==> config.mk <==
export PLATFORM = sky130hd
export DESIGN_NAME = mult4_4_ctrl_flat
export DESIGN_NICKNAME = d
export VERILOG_FILES = /design/src/rtl/mult4_4_ctrl_if.sv /design/src/rtl/mult4_4_ctrl.sv /design/src/flat_wrapper.sv
export SDC_FILE = /design/constraint.sdc
export NUM_CORES = 1
export LEC_CHECK = 0
export BUFFER_PORTS_ARGS = -buffer_cell sky130_fd_sc_hd__buf_2
export CAP_MARGIN = 20
export CORE_MARGIN = 8
export CORE_UTILIZATION = 40
export CTS_BUF_LIST = sky130_fd_sc_hd__clkbuf_8
export DETAILED_ROUTE_END_ITERATION = 10
export SLEW_MARGIN = 20
export SYNTH_ARGS = -nofsm -noshare
export SYNTH_HDL_FRONTEND = slang
export SYNTH_SLANG_ARGS = --single-unit
==> constraint.sdc <==
create_clock -name clk -period 1.24 [get_ports clk]
set_input_delay 0.186 -clock clk [delete_from_list [all_inputs] [get_ports clk]]
set_output_delay 0.186 -clock clk [all_outputs]
set_load 0.01 [all_outputs]
==> src/rtl/mult4_4_ctrl_if.sv <==
// mult4_4_ctrl_if: control bundle from the requester through the controller to the multiplier datapath.
// When MULT4_4_CTRL_ABORT_EN is defined, the bundle also carries the abort request.
interface mult4_4_ctrl_if #(parameter int CNT_W = 8);
    logic             start;
`ifdef MULT4_4_CTRL_ABORT_EN
    logic             abort;
`endif
    logic             ready;
    logic             ld;
    logic             acc_clr;
    logic             Asel;
    logic             Bsel;
    logic             mult_sel;
    logic [1:0]       ans_sel;
    logic             done;
    logic [CNT_W-1:0] mul_cnt;
`ifdef MULT4_4_CTRL_ABORT_EN
    modport master (output start, abort,
                    input ready, ld, acc_clr, Asel, Bsel, mult_sel, ans_sel, done, mul_cnt);
    modport slave  (input start, abort,
                    output ready, ld, acc_clr, Asel, Bsel, mult_sel, ans_sel, done, mul_cnt);
`else
    modport master (output start,
                    input ready, ld, acc_clr, Asel, Bsel, mult_sel, ans_sel, done, mul_cnt);
    modport slave  (input start,
                    output ready, ld, acc_clr, Asel, Bsel, mult_sel, ans_sel, done, mul_cnt);
`endif
endinterface

==> src/rtl/mult4_4_ctrl.sv <==
// mult4_4_ctrl: sequencing controller stepping the 4x4 shift-and-add datapath through four 2x2 partial products.
// Define MULT4_4_CTRL_ABORT_EN to add an abort request that cancels a multiply before DONE.
module mult4_4_ctrl #(
    parameter int CNT_W = 8
) (
    input logic           clk,
    input logic           rst,
    mult4_4_ctrl_if.slave bus
);
    typedef enum logic [2:0] {IDLE, LOAD, P0, P1, P2, P3, DONE} state_t;
    state_t           state;
    state_t           nxt;
    logic             run;
    logic             abort_i;
    logic [CNT_W-1:0] cnt;
`ifdef MULT4_4_CTRL_ABORT_EN
    assign abort_i = bus.abort;
`else
    assign abort_i = 1'b0;
`endif
    assign bus.mul_cnt = cnt;
    // Reset release passes through one flop, so the FSM can first move on the second edge after release
    always_ff @(posedge clk or negedge rst) begin
        if (!rst) run <= 1'b0;
        else      run <= 1'b1;
    end
    // Next state: fixed walk LOAD..DONE, start only honoured in IDLE, abort drops a running sequence to IDLE
    always_comb begin
        nxt = state;
        case (state)
            IDLE:    nxt = bus.start ? LOAD : IDLE;
            LOAD:    nxt = P0;
            P0:      nxt = P1;
            P1:      nxt = P2;
            P2:      nxt = P3;
            P3:      nxt = DONE;
            default: nxt = IDLE;
        endcase
        if (abort_i && state != IDLE && state != DONE) nxt = IDLE;
        if (!run) nxt = state;
    end
    // State register with Moore outputs registered from the state being entered; count bumps on leaving DONE
    always_ff @(posedge clk or negedge rst) begin
        if (!rst) begin
            state        <= IDLE;
            bus.ready    <= 1'b1;
            bus.ld       <= 1'b0;
            bus.acc_clr  <= 1'b0;
            bus.Asel     <= 1'b0;
            bus.Bsel     <= 1'b0;
            bus.mult_sel <= 1'b0;
            bus.ans_sel  <= 2'd0;
            bus.done     <= 1'b0;
            cnt          <= '0;
        end else begin
            state        <= nxt;
            bus.ready    <= nxt == IDLE;
            bus.ld       <= nxt == LOAD;
            bus.acc_clr  <= nxt == LOAD;
            bus.Asel     <= nxt == P2 || nxt == P3;
            bus.Bsel     <= nxt == P1 || nxt == P3;
            bus.mult_sel <= nxt == P0 || nxt == P1 || nxt == P2 || nxt == P3;
            bus.ans_sel  <= nxt == P0 ? 2'd3 : (nxt == P1 || nxt == P2) ? 2'd2 : nxt == P3 ? 2'd1 : 2'd0;
            bus.done     <= nxt == DONE;
            if (run && state == DONE) cnt <= cnt + 1'b1;
        end
    end
endmodule

==> src/flat_wrapper.sv <==
// flat-port wrapper written by rule: the top's interface ports become plain ports
module mult4_4_ctrl_flat 
#(
    parameter int CNT_W = 8
)
  (clk, rst, bus_start, bus_ready, bus_ld, bus_acc_clr, bus_Asel, bus_Bsel, bus_mult_sel, bus_ans_sel, bus_done, bus_mul_cnt);
  mult4_4_ctrl_if #(.CNT_W(CNT_W)) bus_i ();
  input logic clk;
  input logic rst;
  input wire logic [$bits(bus_i.start)-1:0] bus_start;
  output wire logic [$bits(bus_i.ready)-1:0] bus_ready;
  output wire logic [$bits(bus_i.ld)-1:0] bus_ld;
  output wire logic [$bits(bus_i.acc_clr)-1:0] bus_acc_clr;
  output wire logic [$bits(bus_i.Asel)-1:0] bus_Asel;
  output wire logic [$bits(bus_i.Bsel)-1:0] bus_Bsel;
  output wire logic [$bits(bus_i.mult_sel)-1:0] bus_mult_sel;
  output wire logic [$bits(bus_i.ans_sel)-1:0] bus_ans_sel;
  output wire logic [$bits(bus_i.done)-1:0] bus_done;
  output wire logic [$bits(bus_i.mul_cnt)-1:0] bus_mul_cnt;
  assign bus_i.start = bus_start;
  assign bus_ready = bus_i.ready;
  assign bus_ld = bus_i.ld;
  assign bus_acc_clr = bus_i.acc_clr;
  assign bus_Asel = bus_i.Asel;
  assign bus_Bsel = bus_i.Bsel;
  assign bus_mult_sel = bus_i.mult_sel;
  assign bus_ans_sel = bus_i.ans_sel;
  assign bus_done = bus_i.done;
  assign bus_mul_cnt = bus_i.mul_cnt;
  mult4_4_ctrl #(.CNT_W(CNT_W)) u_core (.clk(clk), .rst(rst), .bus(bus_i));
endmodule
## After elaboration in Yosys (flattened, before gate mapping)

Index checks and enable logic that the tools add are counted.

- Eq/ne operators: 12
- Reductions and logical operators: 9
- Mux-type cells: 6
- $add $sub $neg: 1

Operators with widths:

| operator | count |
|---|---|
| == test 3 bit, second input constant | 6 |
| one-hot mux 3 bit (6 select lines) | 1 |
| == test 3 x 2 -> 1 bit, second input constant | 4 |
| adder 8 x 1 -> 8 bit, second input constant | 1 |
| == test 3 x 1 -> 1 bit, second input constant | 2 |
| logical NOT 3 bit | 2 |
| logical OR 1 bit | 6 |
| two-way mux 2 bit | 2 |
| two-way mux 3 bit | 1 |
| two-way mux 1 bit | 2 |
| logical AND 1 bit | 1 |

- Register bits after elaboration: 20

## Logic depth before layout (Yosys ltp)

- Word-level depth: 7
- Depth in mapped cells: 5
- Mapped depth without buffers: 4

## Worst setup path before layout

OpenSTA, ideal clock, no wires.

- Path type: register -> register
- Start: reg u_core.run
- End: reg u_core.bus.ready
- Library setup time: 0.060 ns
- Period minus slack after synthesis: 1.177 ns
- Buffers on the path: 2
- Slack: 0.063 ns
- Stages on the path, launching flop included: 5
- Data required time: 1.180 ns
- Arrival: 1.117 ns
- Cell sequence: dfrtp_1 > buf_2 > buf_6 > a2111oi_0 > a31o_2

- Cells in the longest elaborated chain, start to end: 2

RTL lines:

| element | RTL line | text |
|---|---|---|
| start, declared | mult4_4_ctrl.sv:13 | `logic run;` |
| start signal, assigned | mult4_4_ctrl.sv:24 | `if (!rst) run <= 1'b0;` |
| start signal, assigned | mult4_4_ctrl.sv:25 | `else run <= 1'b1;` |
| two-way mux 3 bit | mult4_4_ctrl.sv:40 | `if (!run) nxt = state;` |
| logical NOT 3 bit | mult4_4_ctrl.sv:57 | `bus.ready <= nxt == IDLE;` |
| end signal, assigned | mult4_4_ctrl.sv:46 | `bus.ready <= 1'b1;` |
| end signal, assigned | mult4_4_ctrl.sv:57 |  |
| end, declared | mult4_4_ctrl_if.sv:26 | `output ready, ld, acc_clr, Asel, Bsel, mult_sel, ans_sel, done, mul_cnt);` |

Every way passes these cells.
A chain may end at the register's enable or synchronous reset.

## Worst setup path in the final report

- Start: reg u_core.run
- End: reg u_core.bus.Asel

- Cells in the longest elaborated chain, start to end: 3

RTL lines:

| element | RTL line | text |
|---|---|---|
| two-way mux 3 bit (*) | mult4_4_ctrl.sv:40 |  |
| named net u_core.nxt[2] | mult4_4_ctrl.sv:12 | `state_t nxt;` |
| == test 3 bit | mult4_4_ctrl.sv:60 | `bus.Asel <= nxt == P2 \|\| nxt == P3;` |
| logical OR 1 bit (*) | mult4_4_ctrl.sv:60 |  |
| end signal, assigned | mult4_4_ctrl.sv:49 | `bus.Asel <= 1'b0;` |
| end signal, assigned | mult4_4_ctrl.sv:60 |  |
| end, declared | mult4_4_ctrl_if.sv:26 |  |

The timed path passes the listed nets; every way through them passes the cells marked *.

==> results list <==
* Run status: finished, final reports clean
- After layout, the minimum clock period comes to roughly 1.2 ns.
* DR pass1 iterations: 2
- The worst hold path was traced through 3 stages.
- GRT Util Overall: 0.0887
- Counting flops and latches in the post-synthesis netlist gives 20.
* Yosys synthesis warning count: 0
- The first global-routing pass estimated slightly below 3 mm of wire.
- For this run, the post-layout net count is ~120.
- Data on the critical path arrives at its endpoint at about 1.4 ns.
- The largest individual stage delay along the critical path comes from the cell sky130_fd_sc_hd__dfrtp_1.
- After detailed routing, the average wire length per cell comes to 13.0 µm.
- DRT iter0 DRCs: 7
- Gpl congestion: 0.712
- Number of nets produced by synthesis: between 80 and 90
- For this design the ratio of total power to cell area is 2160 nW/µm².
- Of the total synthesized cell area, the portion taken by XOR and XNOR cells is 0.102.
- Of the total synthesized cell area, the portion taken by AND, OR, NAND and NOR gates is 0.202.
- The number of hold-slack violations in the final timing report is 0.
- The number of slew-limit violations in the final report is 0.
* Worst VDD drop: 0.00150 V
- Worst reg2reg path startpoint: u_core.run
- Setup repair after global routing could not meet its margin everywhere.
- Most instantiated cells after synthesis: sky130_fd_sc_hd__dfrtp_1 (19), sky130_fd_sc_hd__nand2_1 (11), sky130_fd_sc_hd__xnor2_1 (7)
- Global-route congestion overflow total: 0
- Compared with the post-synthesis result, the final layout area differs by 32.8%.
- H-tree depth reported by CTS: 1
- Static timing analysis puts the maximum clock frequency at roughly 830 MHz.
- The critical path is of the flop to flop type.
- Hold path startpoint: bus_start
- After synthesis, the share of cell area in mux cells is 0.0343.
* Post-detailed-routing wire length: 1.84 mm
- Class of the tightest hold or removal check: primary input to flop
- Total power consumption of the routed design: roughly 2700 µW
* Post-DP HPWL: ~1.3 mm
* Portion of the post-synthesis area used by sequential elements: 0.529
- The worst register-to-register path has a depth of 4.
- Adder-cell area share of the yosys netlist: 0.0132
* Floorplan die height: between 60 and 70 µm
- The later pin in the worst-skew pair is clocked with a latency of between 0.2 and 0.3 ns.
- Fill cells: 209
- Die Footprint: 4190 µm²
- Wire segments on met3 add up to approximately 100 µm in the final route.
* IO Count: 20
* Dominant combinational cell family by area after synthesis: simple AND/OR/NAND/NOR gates
- Registers take 505 µm².
* Predominant post-synthesis flop cell: sky130_fd_sc_hd__dfrtp_1
- Worst setup margin: slightly above 0.03 ns
- Avg Cell Area, Syn: 11.6 µm²
- The tool flagged a number of max-cap violations equal to 0.
* Library cell used as clock root buffer: sky130_fd_sc_hd__clkbuf_8
- In this run the worst path has a maximum fanout of 4.
- On the worst path, the slowest cell contributes a delay of about 0.41 ns.
- The post-synthesis compound-gate area fraction was 0.0673.
- WL met2: about 940 µm
- Remaining antenna violation count: 0
- The synthesized design contains 0 enable-type register cells.
* Routed vias/inst: roughly 4.9
- Multi-input logic area: 443 µm²
- Pin count of the biggest net entering global routing: 21
- The share of synthesized area in the top cell type comes to 0.501.
* Antenna violations before repair: 0
- The register with the most flip-flops in the layout has 8 of them.
- Among all cell types in the netlist, the one instantiated most often is sky130_fd_sc_hd__dfrtp_1.
* # setup viols final: 0
- Sinks on Clock Net: 20
* CTS Buffer Depth: 2
- The die is 64.7 µm wide.
- Crit share post-route: 0.975
* Placeable core region: 2230 µm²
* Syn Std Cell Area: 948 µm²
* Count of antenna diodes in the layout: 0
- Clock skew on the completed layout was measured at just over 0.003 ns.
- For this run, design rule violations remaining after detail routing come to 0.
* Clock tree from TritonCTS: built
- WP data required: between 1 and 1.5 ns
- Yosys attributes the largest share of cell area to sky130_fd_sc_hd__dfrtp_1 (50%), sky130_fd_sc_hd__xnor2_1 (6.5%), sky130_fd_sc_hd__nand2_1 (4.4%), sky130_fd_sc_hd__xor2_1 (3.7%), sky130_fd_sc_hd__dfstp_2 (2.8%).
* Port-buffer cells: 19
- Synthesis handed over a netlist of approximately 80 instances.
- STA classifies the critical path startpoint as a flop.
- Vias in the first global route: between 600 and 700
- Worst Hold Slack: 0.329 ns
* Share of cells above drive strength 1: 0.465
- The synthesized design spends more area on one cell type than any other, namely sky130_fd_sc_hd__dfrtp_1.
- Met1 routed wirelength after detailed routing: about 790 µm
- Setup slack after placement: -0.0412 ns
- Traced cell by cell, the critical path runs through buf_4 -> nand2_1 -> mux2_2 -> nor2b_1.
* Starting Density: 0.425
* Synth unique cells: 31
- The worst setup path is captured at a flop.
* Fraction of registers with async set or reset after synthesis: 1.00
- The floorplan has 17 rows.
- The analysis attributes to cell leakage a power of 0.000630 µW.
- Buffers inserted during clock tree synthesis total 3.
- The detailed router placed ~690 vias in this run.
- Clock-pin slew was measured on the worst setup and hold paths at around 0.070 ns.
- Top layer used by detailed routing: met4
- In this run the worst setup path begins at u_core.run.
[repair_timing]
action / CTS / global route
buffers inserted: 0 / 2
cloned: 0 / 0
hold buffers: 1 / 0
pin swaps: 1 / 1
gates resized for setup: 5 / 8
endpoints found under the setup margin: 6 / 9
endpoints found under the hold margin: 19 / 0
[worst max-delay path, delay by kind of cell, from the launching register on]
| kind | cells | cell delay, ns |
|---|---|---|
| buffers and inverters | 1 | 0.16 |
| and+or+nand+nor | 2 | 0.19 |
| muxes | 1 | 0.33 |
| DFF | 1 | 0.41 |
[power by group]
part | internal, µW | total, µW | switching (µW) | leakage (µW)
clock | 282 | 484 | 202 | 0.0000288
sequential | 871 | 1080 | 207 | 0.000253
combinational | 622 | 1160 | 537 | 0.000349
[cells in the final DEF (no fill, tap or decap), types with 3 or more instances in the layout]
cell type,count
sky130_fd_sc_hd__buf_2,19
sky130_fd_sc_hd__dfrtp_1,16
sky130_fd_sc_hd__buf_4,14
sky130_fd_sc_hd__nand2_1,11
sky130_fd_sc_hd__xnor2_1,7
sky130_fd_sc_hd__xor2_1,4
sky130_fd_sc_hd__clkbuf_8,4
sky130_fd_sc_hd__a21oi_1,3
sky130_fd_sc_hd__dfrtp_2,3
[worst paths after layout]
kind | slack [ns] | to
max | 0.03 | u_core.bus.Asel
min | 0.33 | u_core.bus.ready
max reg2reg | 0.03 | u_core.bus.Asel
min reg2reg | 0.47 | u_core.bus.mul_cnt[7]
max in group asynchronous | 0.48 | u_core.bus.ready
min in group asynchronous | 0.42 | u_core.bus.ans_sel[0]
[logic make-up after synthesis]
logic type,Yosys count
simple gates,29
compound gates,10
mux,3
xor+xnor,11
fa+ha+maj,1
other cells,1
buf+inv,7
flops,20
[per-stage QoR]
stage	setup TNS, ns	instances	util	cell area [µm²]
after floorplan	0	82	-	948
after global placement	-0.0314	135	0.506	1130
after detailed placement	-0.119	135	0.506	1130
after CTS	0	140	0.539	1200
after global routing	-0.0547	142	0.564	1260
final	0	142	0.564	1260
[cell type report]
| type | instances | share of cell area |
|---|---|---|
| flip-flops and latches | 20 | 0.401 |
| multi-input cells | 55 | 0.352 |
| repair buffers | 35 | 0.176 |
| clock buffers | 4 | 0.0437 |
| well taps | 28 | 0.0278 |
[metal layers]
metal,vias up,track usage
li1,342,-
met1,339,0.104
met2,9,0.142
met3,2,0.0326
met4,0,0.0409
met5,-,0
Note: power is estimated with default switching activity, not from simulation.
